==> src/rtl/axi_arbiter_2x1.sv <==
// rtl/axi_arbiter_2x1.sv - two-master AXI arbiter with independent read/write grant FSMs
// Optional macro ARB_ROUND_ROBIN_EN selects round-robin arbitration instead of fixed m1 priority.
package axi_arbiter_2x1_pkg;
  typedef struct packed {
    logic        arvalid;
    logic [31:0] araddr;
    logic [7:0]  arlen;
    logic [2:0]  arsize;
    logic [1:0]  arburst;
    logic        arlock;
    logic [2:0]  arprot;
    logic        rready;
    logic        awvalid;
    logic [31:0] awaddr;
    logic [7:0]  awlen;
    logic [2:0]  awsize;
    logic [1:0]  awburst;
    logic        awlock;
    logic [2:0]  awprot;
    logic        wvalid;
    logic [31:0] wdata;
    logic [3:0]  wstrb;
    logic        wlast;
    logic        bready;
  } axi_req_t;

  typedef struct packed {
    logic        arready;
    logic        rvalid;
    logic [31:0] rdata;
    logic [1:0]  rresp;
    logic        rlast;
    logic        awready;
    logic        wready;
    logic        bvalid;
    logic [1:0]  bresp;
  } axi_resp_t;
endpackage

module axi_arbiter_2x1
  import axi_arbiter_2x1_pkg::*;
(
  input  logic      clk,
  input  logic      rst,
  input  axi_req_t  ibus_req,
  output axi_resp_t ibus_resp,
  input  axi_req_t  dbus_req,
  output axi_resp_t dbus_resp,
  output axi_req_t  axi_req,
  input  axi_resp_t axi_resp,
  output logic [1:0] rd_owner,
  output logic [1:0] wr_owner
);

  typedef enum logic {IDLE = 1'b0, BUSY = 1'b1} state_t;

  state_t   rd_state, rd_state_nxt, wr_state, wr_state_nxt;
  logic     rd_own, rd_own_nxt, wr_own, wr_own_nxt;
  logic     rd_win, wr_win;
  logic     rd_busy, wr_busy;
  axi_req_t rd_src, wr_src;
  axi_resp_t rd_part, wr_part;

`ifdef ARB_ROUND_ROBIN_EN
  logic rd_last, rd_last_nxt, wr_last, wr_last_nxt;

  // On conflict the master that did not win last time gets the channel.
  assign rd_win = (ibus_req.arvalid && dbus_req.arvalid) ? ~rd_last : dbus_req.arvalid;
  assign wr_win = (ibus_req.awvalid && dbus_req.awvalid) ? ~wr_last : dbus_req.awvalid;
`else
  assign rd_win = dbus_req.arvalid;
  assign wr_win = dbus_req.awvalid;
`endif

  assign rd_busy  = (rd_state == BUSY);
  assign wr_busy  = (wr_state == BUSY);
  assign rd_src   = rd_own ? dbus_req : ibus_req;
  assign wr_src   = wr_own ? dbus_req : ibus_req;
  assign rd_owner = {rd_busy, rd_busy & rd_own};
  assign wr_owner = {wr_busy, wr_busy & wr_own};

  always_ff @(posedge clk) begin
    if (rst) begin
      rd_state <= IDLE;
      wr_state <= IDLE;
      rd_own   <= 1'b0;
      wr_own   <= 1'b0;
`ifdef ARB_ROUND_ROBIN_EN
      rd_last  <= 1'b1;
      wr_last  <= 1'b1;
`endif
    end else begin
      rd_state <= rd_state_nxt;
      wr_state <= wr_state_nxt;
      rd_own   <= rd_own_nxt;
      wr_own   <= wr_own_nxt;
`ifdef ARB_ROUND_ROBIN_EN
      rd_last  <= rd_last_nxt;
      wr_last  <= wr_last_nxt;
`endif
    end
  end

  always_comb begin
    rd_state_nxt = rd_state;
    rd_own_nxt   = rd_own;
`ifdef ARB_ROUND_ROBIN_EN
    rd_last_nxt  = rd_last;
`endif
    case (rd_state)
      IDLE: begin
        if (ibus_req.arvalid || dbus_req.arvalid) begin
          rd_state_nxt = BUSY;
          rd_own_nxt   = rd_win;
`ifdef ARB_ROUND_ROBIN_EN
          rd_last_nxt  = rd_win;
`endif
        end
      end
      BUSY: begin
        // Burst ends on the last R beat; re-arbitration waits for the IDLE cycle.
        if (axi_resp.rvalid && rd_src.rready && axi_resp.rlast) rd_state_nxt = IDLE;
      end
    endcase
  end

  always_comb begin
    wr_state_nxt = wr_state;
    wr_own_nxt   = wr_own;
`ifdef ARB_ROUND_ROBIN_EN
    wr_last_nxt  = wr_last;
`endif
    case (wr_state)
      IDLE: begin
        if (ibus_req.awvalid || dbus_req.awvalid) begin
          wr_state_nxt = BUSY;
          wr_own_nxt   = wr_win;
`ifdef ARB_ROUND_ROBIN_EN
          wr_last_nxt  = wr_win;
`endif
        end
      end
      BUSY: begin
        if (axi_resp.bvalid && wr_src.bready) wr_state_nxt = IDLE;
      end
    endcase
  end

  always_comb begin
    axi_req = '0;
    if (rd_busy) begin
      axi_req.arvalid = rd_src.arvalid;
      axi_req.araddr  = rd_src.araddr;
      axi_req.arlen   = rd_src.arlen;
      axi_req.arsize  = rd_src.arsize;
      axi_req.arburst = rd_src.arburst;
      axi_req.arlock  = rd_src.arlock;
      axi_req.arprot  = rd_src.arprot;
      axi_req.rready  = rd_src.rready;
    end
    if (wr_busy) begin
      axi_req.awvalid = wr_src.awvalid;
      axi_req.awaddr  = wr_src.awaddr;
      axi_req.awlen   = wr_src.awlen;
      axi_req.awsize  = wr_src.awsize;
      axi_req.awburst = wr_src.awburst;
      axi_req.awlock  = wr_src.awlock;
      axi_req.awprot  = wr_src.awprot;
      axi_req.wvalid  = wr_src.wvalid;
      axi_req.wdata   = wr_src.wdata;
      axi_req.wstrb   = wr_src.wstrb;
      axi_req.wlast   = wr_src.wlast;
      axi_req.bready  = wr_src.bready;
    end
  end

  // Each channel's slice of the slave response; only the owner sees it.
  always_comb begin
    rd_part = '0;
    wr_part = '0;
    if (rd_busy) begin
      rd_part.arready = axi_resp.arready;
      rd_part.rvalid  = axi_resp.rvalid;
      rd_part.rdata   = axi_resp.rdata;
      rd_part.rresp   = axi_resp.rresp;
      rd_part.rlast   = axi_resp.rlast;
    end
    if (wr_busy) begin
      wr_part.awready = axi_resp.awready;
      wr_part.wready  = axi_resp.wready;
      wr_part.bvalid  = axi_resp.bvalid;
      wr_part.bresp   = axi_resp.bresp;
    end
  end

  assign ibus_resp = (rd_own ? axi_resp_t'('0) : rd_part) | (wr_own ? axi_resp_t'('0) : wr_part);
  assign dbus_resp = (rd_own ? rd_part : axi_resp_t'('0)) | (wr_own ? wr_part : axi_resp_t'('0));

endmodule

==> config.mk <==
export PLATFORM = sky130hd
export DESIGN_NAME = axi_arbiter_2x1
export DESIGN_NICKNAME = d
export VERILOG_FILES = /design/src/rtl/axi_arbiter_2x1.sv
export SDC_FILE = /design/constraint.sdc
export NUM_CORES = 1
export LEC_CHECK = 0
export CAP_MARGIN = 20
export CORE_AREA = 2 2 216 218
export CTS_CLUSTER_SIZE = 10
export DETAILED_ROUTE_END_ITERATION = 12
export DIE_AREA = 0 0 218 220
export GPL_ROUTABILITY_DRIVEN = 0
export GPL_TIMING_DRIVEN = 0
export SYNTH_ARGS = -nofsm -noshare
export SYNTH_HDL_FRONTEND = slang
export SYNTH_SLANG_ARGS = --single-unit
==> constraint.sdc <==
create_clock -name clk -period 1.58 [get_ports clk]
set_clock_uncertainty 0.2 [all_clocks]
set_input_delay 0.474 -clock clk [delete_from_list [all_inputs] [get_ports clk]]
set_output_delay 0.474 -clock clk [all_outputs]
set_load 0.01 [all_outputs]
# Word level (Yosys, flattened, before mapping)
# Index checks and enable logic that the tools add are counted.
# totals
reg_bits	4
input_bits	324
# classes
n_mux	16
n_bitwise	6
n_reduce_logical	7
# op_table
cell	count
89-bit 2-to-1 mux	2
140-bit 2-to-1 mux	1
42-bit 2-to-1 mux	2
42-bit by 5-bit OR with 42-bit output	2
51-bit 2-to-1 mux	1
37-bit 2-to-1 mux	1
5-bit 2-to-1 mux	3
1-bit 2-to-1 mux	4
1-bit case mux with 2 select lines	2
2-bit AND reduction	2
1-bit logical AND	3
1-bit bitwise AND	2
1-bit logical OR	2
1-bit inverter	2

# Depth between registers and ports, before layout
# Gate-level depths: netlist (run 1).
# logic_depth
depth_word	5
ltp_mapped	5

# Worst setup path after synthesis (run 1)
# Ideal clock, no wire load.
# synth_timing
kind	reg-to-output
startpoint	register wr_state (netlist: wr_busy)
endpoint	output port axi_req[40] in the netlist's numbering
arrival_time_ns	1.026
required_ns	0.906
setup_slack_ns	-0.120
stages_incl_launch_ff	5
path_buffers	3
path_cell_list	dfxtp_1 > buf_2 > buf_4 > clkbuf_1 > nor2b_1
# synth_lines
item	line	source
from (decl)	57	state_t rd_state, rd_state_nxt, wr_state, wr_state_nxt;
from (signal assigned)	94	wr_state <= wr_state_nxt;
to (decl)	49	output axi_req_t axi_req,

==> impl_metrics.yaml, run 1 <==
outcome:
  status: "finished with violations"
  violated_checks: "negative setup slack"
place:
  placedInstanceArea_mm2: 0.00981
  numPortBuffers: 551
  place_worst_setup_slack_ns: -1.11
  post-place-cells: 1590
  hpwl_mm: 20.7
logic_synthesis:
  synth.distinct_cells: 19
  post_synth_top_flop: "sky130_fd_sc_hd__dfxtp_1"
  synth_edf_count: 0
  yosysTopAreaCellShare: 0.425
  synth_seq_cells: 4
  synth.yosys.warnings: 0
  yosys-top-cells-count: "sky130_fd_sc_hd__nor2b_1, sky130_fd_sc_hd__mux2i_1, sky130_fd_sc_hd__and2_1, sky130_fd_sc_hd__and3_1, sky130_fd_sc_hd__clkbuf_1"
  netlist_top_cells_area: "sky130_fd_sc_hd__mux2i_1, sky130_fd_sc_hd__nor2b_1, sky130_fd_sc_hd__and2_1"
  netlist.top_cell.by_area: "sky130_fd_sc_hd__mux2i_1"
  synth-seq-area-share: 0.0243
  synthMostInstantiatedCell: "sky130_fd_sc_hd__nor2b_1"
  synthesis.area_mm2: 0.00330
  cell_count_after_synthesis: 432
  syn_area_per_cell_um2: 7.64
  synthArstFlopShare: 0
  syn_nets: 756
setup_path:
  critical_path_peak_fanout: 6
  crit_path_category: "reg -> out"
  worst_path_dominant_cell_family: "buffers and inverters"
  rr_worst_depth: 7
  path_common_cell: "sky130_fd_sc_hd__buf_6"
  timing.critical_path.slowest_cell_delay_ns: 0.35
  worst-path-buf-inv: 5
  required_ns: 0.91
  reg2reg_slack_ns: 0
  critPathCaptureType: "primary output"
  path_cells: "buf_12 > buf_16 > buf_6 > buf_6 > mux2i_4 > nor2b_4 > buf_6"
  timing.critical_path.arrival_ns: 1.57
  reg2reg_from: "rd_own"
  worstSetupStartpointType: "flip-flop"
  critical_path.reg2reg.endpoint: "rd_busy"
  worst_path_max_delay_cell: "sky130_fd_sc_hd__dfxtp_4"
drt:
  detail_route.wl_per_cell_um: 16.3
  routedLengthMet1_mm: 9.77
  drt-total-wl_mm: 27.5
  dr_wl_met3_mm: 2.34
  routed_via_density: 3.41
  1st_iter_drt_viols: 113
  drt_pre_antenna_iters: 4
  route.met2.wl_mm: 14.6
  maxUsedRoutingLayer: "met4"
  total_vias_in_the_final_route: 5762
  antenna_left: 0
  remaining_drc_errors: 0
power:
  total_power_mw: 4.38
  leakagePower_nw: 5.10
  pwr_density_cell_mw_per_mm2: 370
  vdd.ir_drop.worst_mv: 0.187
cts:
  tritoncts: "done"
  htree_levels: 1
  cts_buffers: 3
  worstSkewPairLatency_ns: 0.24
  clk_transition_reported_paths_ns: 0.04
  deepest_clock_path_buffer_count: 2
  cts.sinks: 4
  root_buffer: "sky130_fd_sc_hd__clkbuf_16"
global_route:
  wire_length_of_the_first_global_routing_pass_mm: 36.0
  antenna_violations_before_repair: 1
  via_count_of_the_first_global_routing_pass: 5877
  grt_max_degree: 11
  grt.total_usage: 0.100
  gr-total-overflow: 0
floorplan:
  floorplan.die_area_mm2: 0.0480
  floorplan.io_pins: 552
  die-width_um: 218
  core_area_mm2: 0.0459
  initial_core_util: 0.0720
  fp.dieH_um: 220
  core.rowCount: 79
cells_and_area:
  drive_above_1_share: 0.552
  ff_latch_area_um2: 95.1
  post_layout_nets: 1409
  multiInputGateArea_mm2: 0.00388
  final-instance-count-excl-fill: 1690
  fin_area_mm2: 0.0118
  filler_cell_count: 4890
  antenna-diode-count: 0
  area_delta_synth_final_pct: 258
sta:
  slew_headroom: 0.663
  fin_crit_ns: 2.25
  fmax_ghz: 0.445
  postLayoutSetupSlackWorst_ns: -0.668
  worstMarginPinSlew_ns: 0.504
  slew_violations: 0
  timing.hold.ws_ns: 0.377
  final-hold-violation-count: 0
  grt_setup_unrepaired: "yes"
  fin_crit_sh: 1.42
  timing.final.setup_violations: 228
worst_hold_path:
  worstHoldPathCells: 3
  timing.hold.worst.class: "in -> reg"
  hold_path_startpoint: "dbus_req[139]"
  hold_path_end: "rd_own"
job:
  drv_cap: 0
## per-stage QoR
stage	util	setup TNS [ns]
CTS	0.242	-129.09
finish	0.258	-110.64
detailed placement	0.214	-205.92
global placement	0.214	-205.41
global route	0.258	-123.05
floorplan	-	-7.38
## flip-flops by register name (all words and copies together) (netlist names)
signal and flops:
wr_busy 1, rd_busy 1, rd_own 1, wr_own 1
## power breakdown
part	switching [mW]	internal, mW
Clock	0.102	0.326
Combinational	1.42	2.41
Sequential	0.0152	0.109
## tightest hold or removal path, cell delays in order
cell and delay [ns]:
sky130_fd_sc_hd__dlymetal6s2s_1 0.15, sky130_fd_sc_hd__nand2b_1 0.08, sky130_fd_sc_hd__a21oi_1 0.06
## logic make-up (layout without fill, tap and decap cells)
group	after synthesis	in the layout	synth area share
mux	140	140	0.425
compound gates	6	6	0.0110
buf+inv	50	701	0.101
flops	4	4	0.0243
simple gates	232	232	0.439
## worst max path at each step
stage                  from           end  slack [ns]  cells past startpoint
floorplan            wr_own   axi_req[10]       -0.09                      5
global placement    wr_busy   axi_req[21]       -1.10                      5
detailed placement  rd_busy  axi_req[112]       -1.11                      4
CTS                  wr_own   axi_req[20]       -0.73                      8
global route         rd_own  axi_req[115]       -0.69                      7
finish               rd_own  axi_req[115]       -0.67                      7
## cell type report
type                       instances  area share
inverter                           2    0.000635
timing repair buffer             654       0.537
tap                              607      0.0642
buffer                            42      0.0552
clock buffer                       3     0.00635
sequential                         4     0.00804
multi-input combinational        378       0.328
## what timing repair did
action                      CTS  global route
pin swaps                     5            24
buffers inserted             80            11
cloned                       19             3
hold buffers                  0             0
gates resized for setup    1229           201
setup endpoints to repair   230           227
## routing by layer
layer,vias to the layer above,global-route usage
li1,2771,-
met1,2612,0.103
met2,348,0.194
met3,31,0.0255
met4,0,0.0345
met5,-,0
## placed cells by master, fill, tap and decap left out, types with 7 or more instances in the layout
master                            instances
sky130_fd_sc_hd__clkdlybuf4s50_1        293
sky130_fd_sc_hd__buf_12                  26
sky130_fd_sc_hd__buf_8                   22
sky130_fd_sc_hd__mux2i_2                 34
sky130_fd_sc_hd__dlymetal6s2s_1          11
sky130_fd_sc_hd__buf_4                   14
sky130_fd_sc_hd__dlygate4sd2_1           19
sky130_fd_sc_hd__and3_4                  30
sky130_fd_sc_hd__buf_6                  134
sky130_fd_sc_hd__nor2b_4                 11
sky130_fd_sc_hd__nor2b_2                 74
sky130_fd_sc_hd__mux2i_1                 79
sky130_fd_sc_hd__nor2b_1                 57
sky130_fd_sc_hd__buf_2                  147
sky130_fd_sc_hd__clkbuf_4                 7
sky130_fd_sc_hd__mux2i_4                 27
sky130_fd_sc_hd__buf_16                  10
sky130_fd_sc_hd__clkbuf_16                9
sky130_fd_sc_hd__and3_1                  12
sky130_fd_sc_hd__and2_4                  40
Note: power is estimated with default switching activity, not from simulation.
==> run 2: changes to the inputs <==
Settings changed: ABC_CLOCK_PERIOD_IN_PS set to 1580, CAP_MARGIN 20 to not set, REMOVE_ABC_BUFFERS set to 1.
==> impl_metrics.yaml, run 2 (synthesized netlist as in run 1, its figures left out) <==
power:
  vdd.ir_drop.worst_mv: 0.315
  total_power_mw: 4.46
  pwr_density_cell_mw_per_mm2: 379
  leakagePower_nw: 5.16
cells_and_area:
  fin_area_mm2: 0.0118
  post_layout_nets: 1442
  filler_cell_count: 4927
  area_delta_synth_final_pct: 256
  drive_above_1_share: 0.465
  layout_common_cells: "sky130_fd_sc_hd__clkdlybuf4s50_1, sky130_fd_sc_hd__buf_6, sky130_fd_sc_hd__buf_2"
  final_common_cell: "sky130_fd_sc_hd__clkdlybuf4s50_1"
  final-instance-count-excl-fill: 1725
sta:
  slew_violations: 0
  timing.final.setup_violations: 229
  grt_setup_unrepaired: "yes"
  slew_headroom: 0.784
  fmax_ghz: 0.437
  worstMarginPinSlew_ns: 0.325
  final-hold-violation-count: 0
  fin_crit_sh: 1.45
  fin_crit_ns: 2.29
  postLayoutSetupSlackWorst_ns: -0.708
setup_path:
  timing.critical_path.slowest_cell_delay_ns: 0.39
  worst_path_dominant_cell_family: "buffers and inverters"
  critical_path_peak_fanout: 8
  worst-path-buf-inv: 5
  worstSetupStartpointType: "flip-flop"
  path_cells: "buf_16 > nor2b_4 > buf_6 > buf_12 > buf_4 > and2_4 > buf_6"
  critPathCaptureType: "primary output"
  crit_path_category: "reg -> out"
  timing.critical_path.arrival_ns: 1.61
  worst_path_max_delay_cell: "sky130_fd_sc_hd__dfxtp_4"
  path_common_cell: "sky130_fd_sc_hd__buf_6"
  required_ns: 0.91
global_route:
  gr-total-overflow: 0
  gr-usage-met3: 0.0109
  grt_max_degree: 26
  antenna_violations_before_repair: 1
  via_count_of_the_first_global_routing_pass: 5613
  grt_util_met2: 0.199
  globalRoute.busiestLayer: "met2"
  grt.met1_usage: 0.160
  wire_length_of_the_first_global_routing_pass_mm: 40.6
  grt.total_usage: 0.116
drt:
  1st_iter_drt_viols: 225
  drt_pre_antenna_iters: 4
  total_vias_in_the_final_route: 5916
  remaining_drc_errors: 0
  routed_via_density: 3.43
  antenna_left: 0
  detail_route.wl_per_cell_um: 18.8
  drt-total-wl_mm: 32.4
floorplan:
  floorplan.die_area_mm2: 0.0480
  fp.dieH_um: 220
  floorplan.io_pins: 552
  initial_core_util: 0.0720
  core.rowCount: 79
  core_area_mm2: 0.0459
  die-width_um: 218
place:
  numPortBuffers: 551
  placedInstanceArea_mm2: 0.00937
  post-place-cells: 1546
  hpwl_mm: 19.2
job:
  drv_cap: 0
cts:
  cts_hold_buf: 0
  worstSkewPairLatency_ns: 0.23
  cts.sinks: 4
  root_buffer: "sky130_fd_sc_hd__clkbuf_16"
  clk_transition_reported_paths_ns: 0.03
  deepest_clock_path_buffer_count: 2
  htree_levels: 1
  cts_buffers: 3
  tritoncts: "done"
outcome:
  status: "finished with violations"
  violated_checks: "negative setup slack"
worst_hold_path:
  timing.hold.worst.class: "in -> reg"
[run 2: final timing paths]
path                            depth (start not counted)  slack (ns)   startpoint            end
worst max-delay path                                    7       -0.71       rd_own  ibus_resp[15]
worst min-delay path                                    2        0.50  axi_resp[2]        wr_busy
worst max register to register                          5       -0.01       rd_own        rd_busy
worst min register to register                          4        0.80      wr_busy        wr_busy
[run 2: power breakdown]
| group | internal, mW | switching [mW] |
|---|---|---|
| Combinational | 2.42 | 1.47 |
| Sequential | 0.110 | 0.0287 |
| Clock | 0.335 | 0.0909 |
| Total | 2.86 | 1.59 |
[run 2: layout make-up]
type	count	area (µm²)	area share
diodes	1	2.50	0.000213
repair buffers	729	7400	0.630
inverters	2	7.51	0.000639
flip-flops and latches	4	95.1	0.00809
clock buffers	4	78.8	0.00671
multi-input cells	378	3410	0.290
well taps	607	759	0.0646
[run 2: per-stage QoR]
step	TNS, ns	setup slack, ns	hold slack [ns]	util
6_report	-126.47	-0.708	0.503	0.256
3_3_place_gp	-942.33	-5.66	0.918	0.202
4_1_cts	-140.32	-0.765	0.517	0.237
5_1_grt	-136.08	-0.732	0.524	0.256
3_5_place_dp	-229.29	-1.77	0.470	0.204
2_1_floorplan	-547.45	-2.86	0.343	-
[run 2: repair_timing]
action	4_1_cts	5_1_grt
gates cloned	20	7
setup buffers	117	56
pin swaps	3	15
setup endpoints to repair	230	230
gates resized for setup	877	421
[run 2: metal layers]
layer / part of all wire / wire length (µm)
met5: 0.00037 / 12
met4: 0.0087 / 281
met3: 0.046 / 1500
met2: 0.50 / 16300
met1: 0.44 / 14300
[run 2: worst register-to-register path: stages, from the launching register on]
cell,delay (ns)
sky130_fd_sc_hd__dfxtp_4,0.43
sky130_fd_sc_hd__buf_12,0.17
sky130_fd_sc_hd__buf_8,0.11
sky130_fd_sc_hd__mux2i_4,0.29
sky130_fd_sc_hd__nor2b_2,0.09
sky130_fd_sc_hd__a311oi_1,0.20
==> run 3: changes to the inputs <==
Settings changed: CAP_MARGIN set to 20.
==> results of run 3 <==
No change in the layout: final DEF, timing and power equal those of run 2.
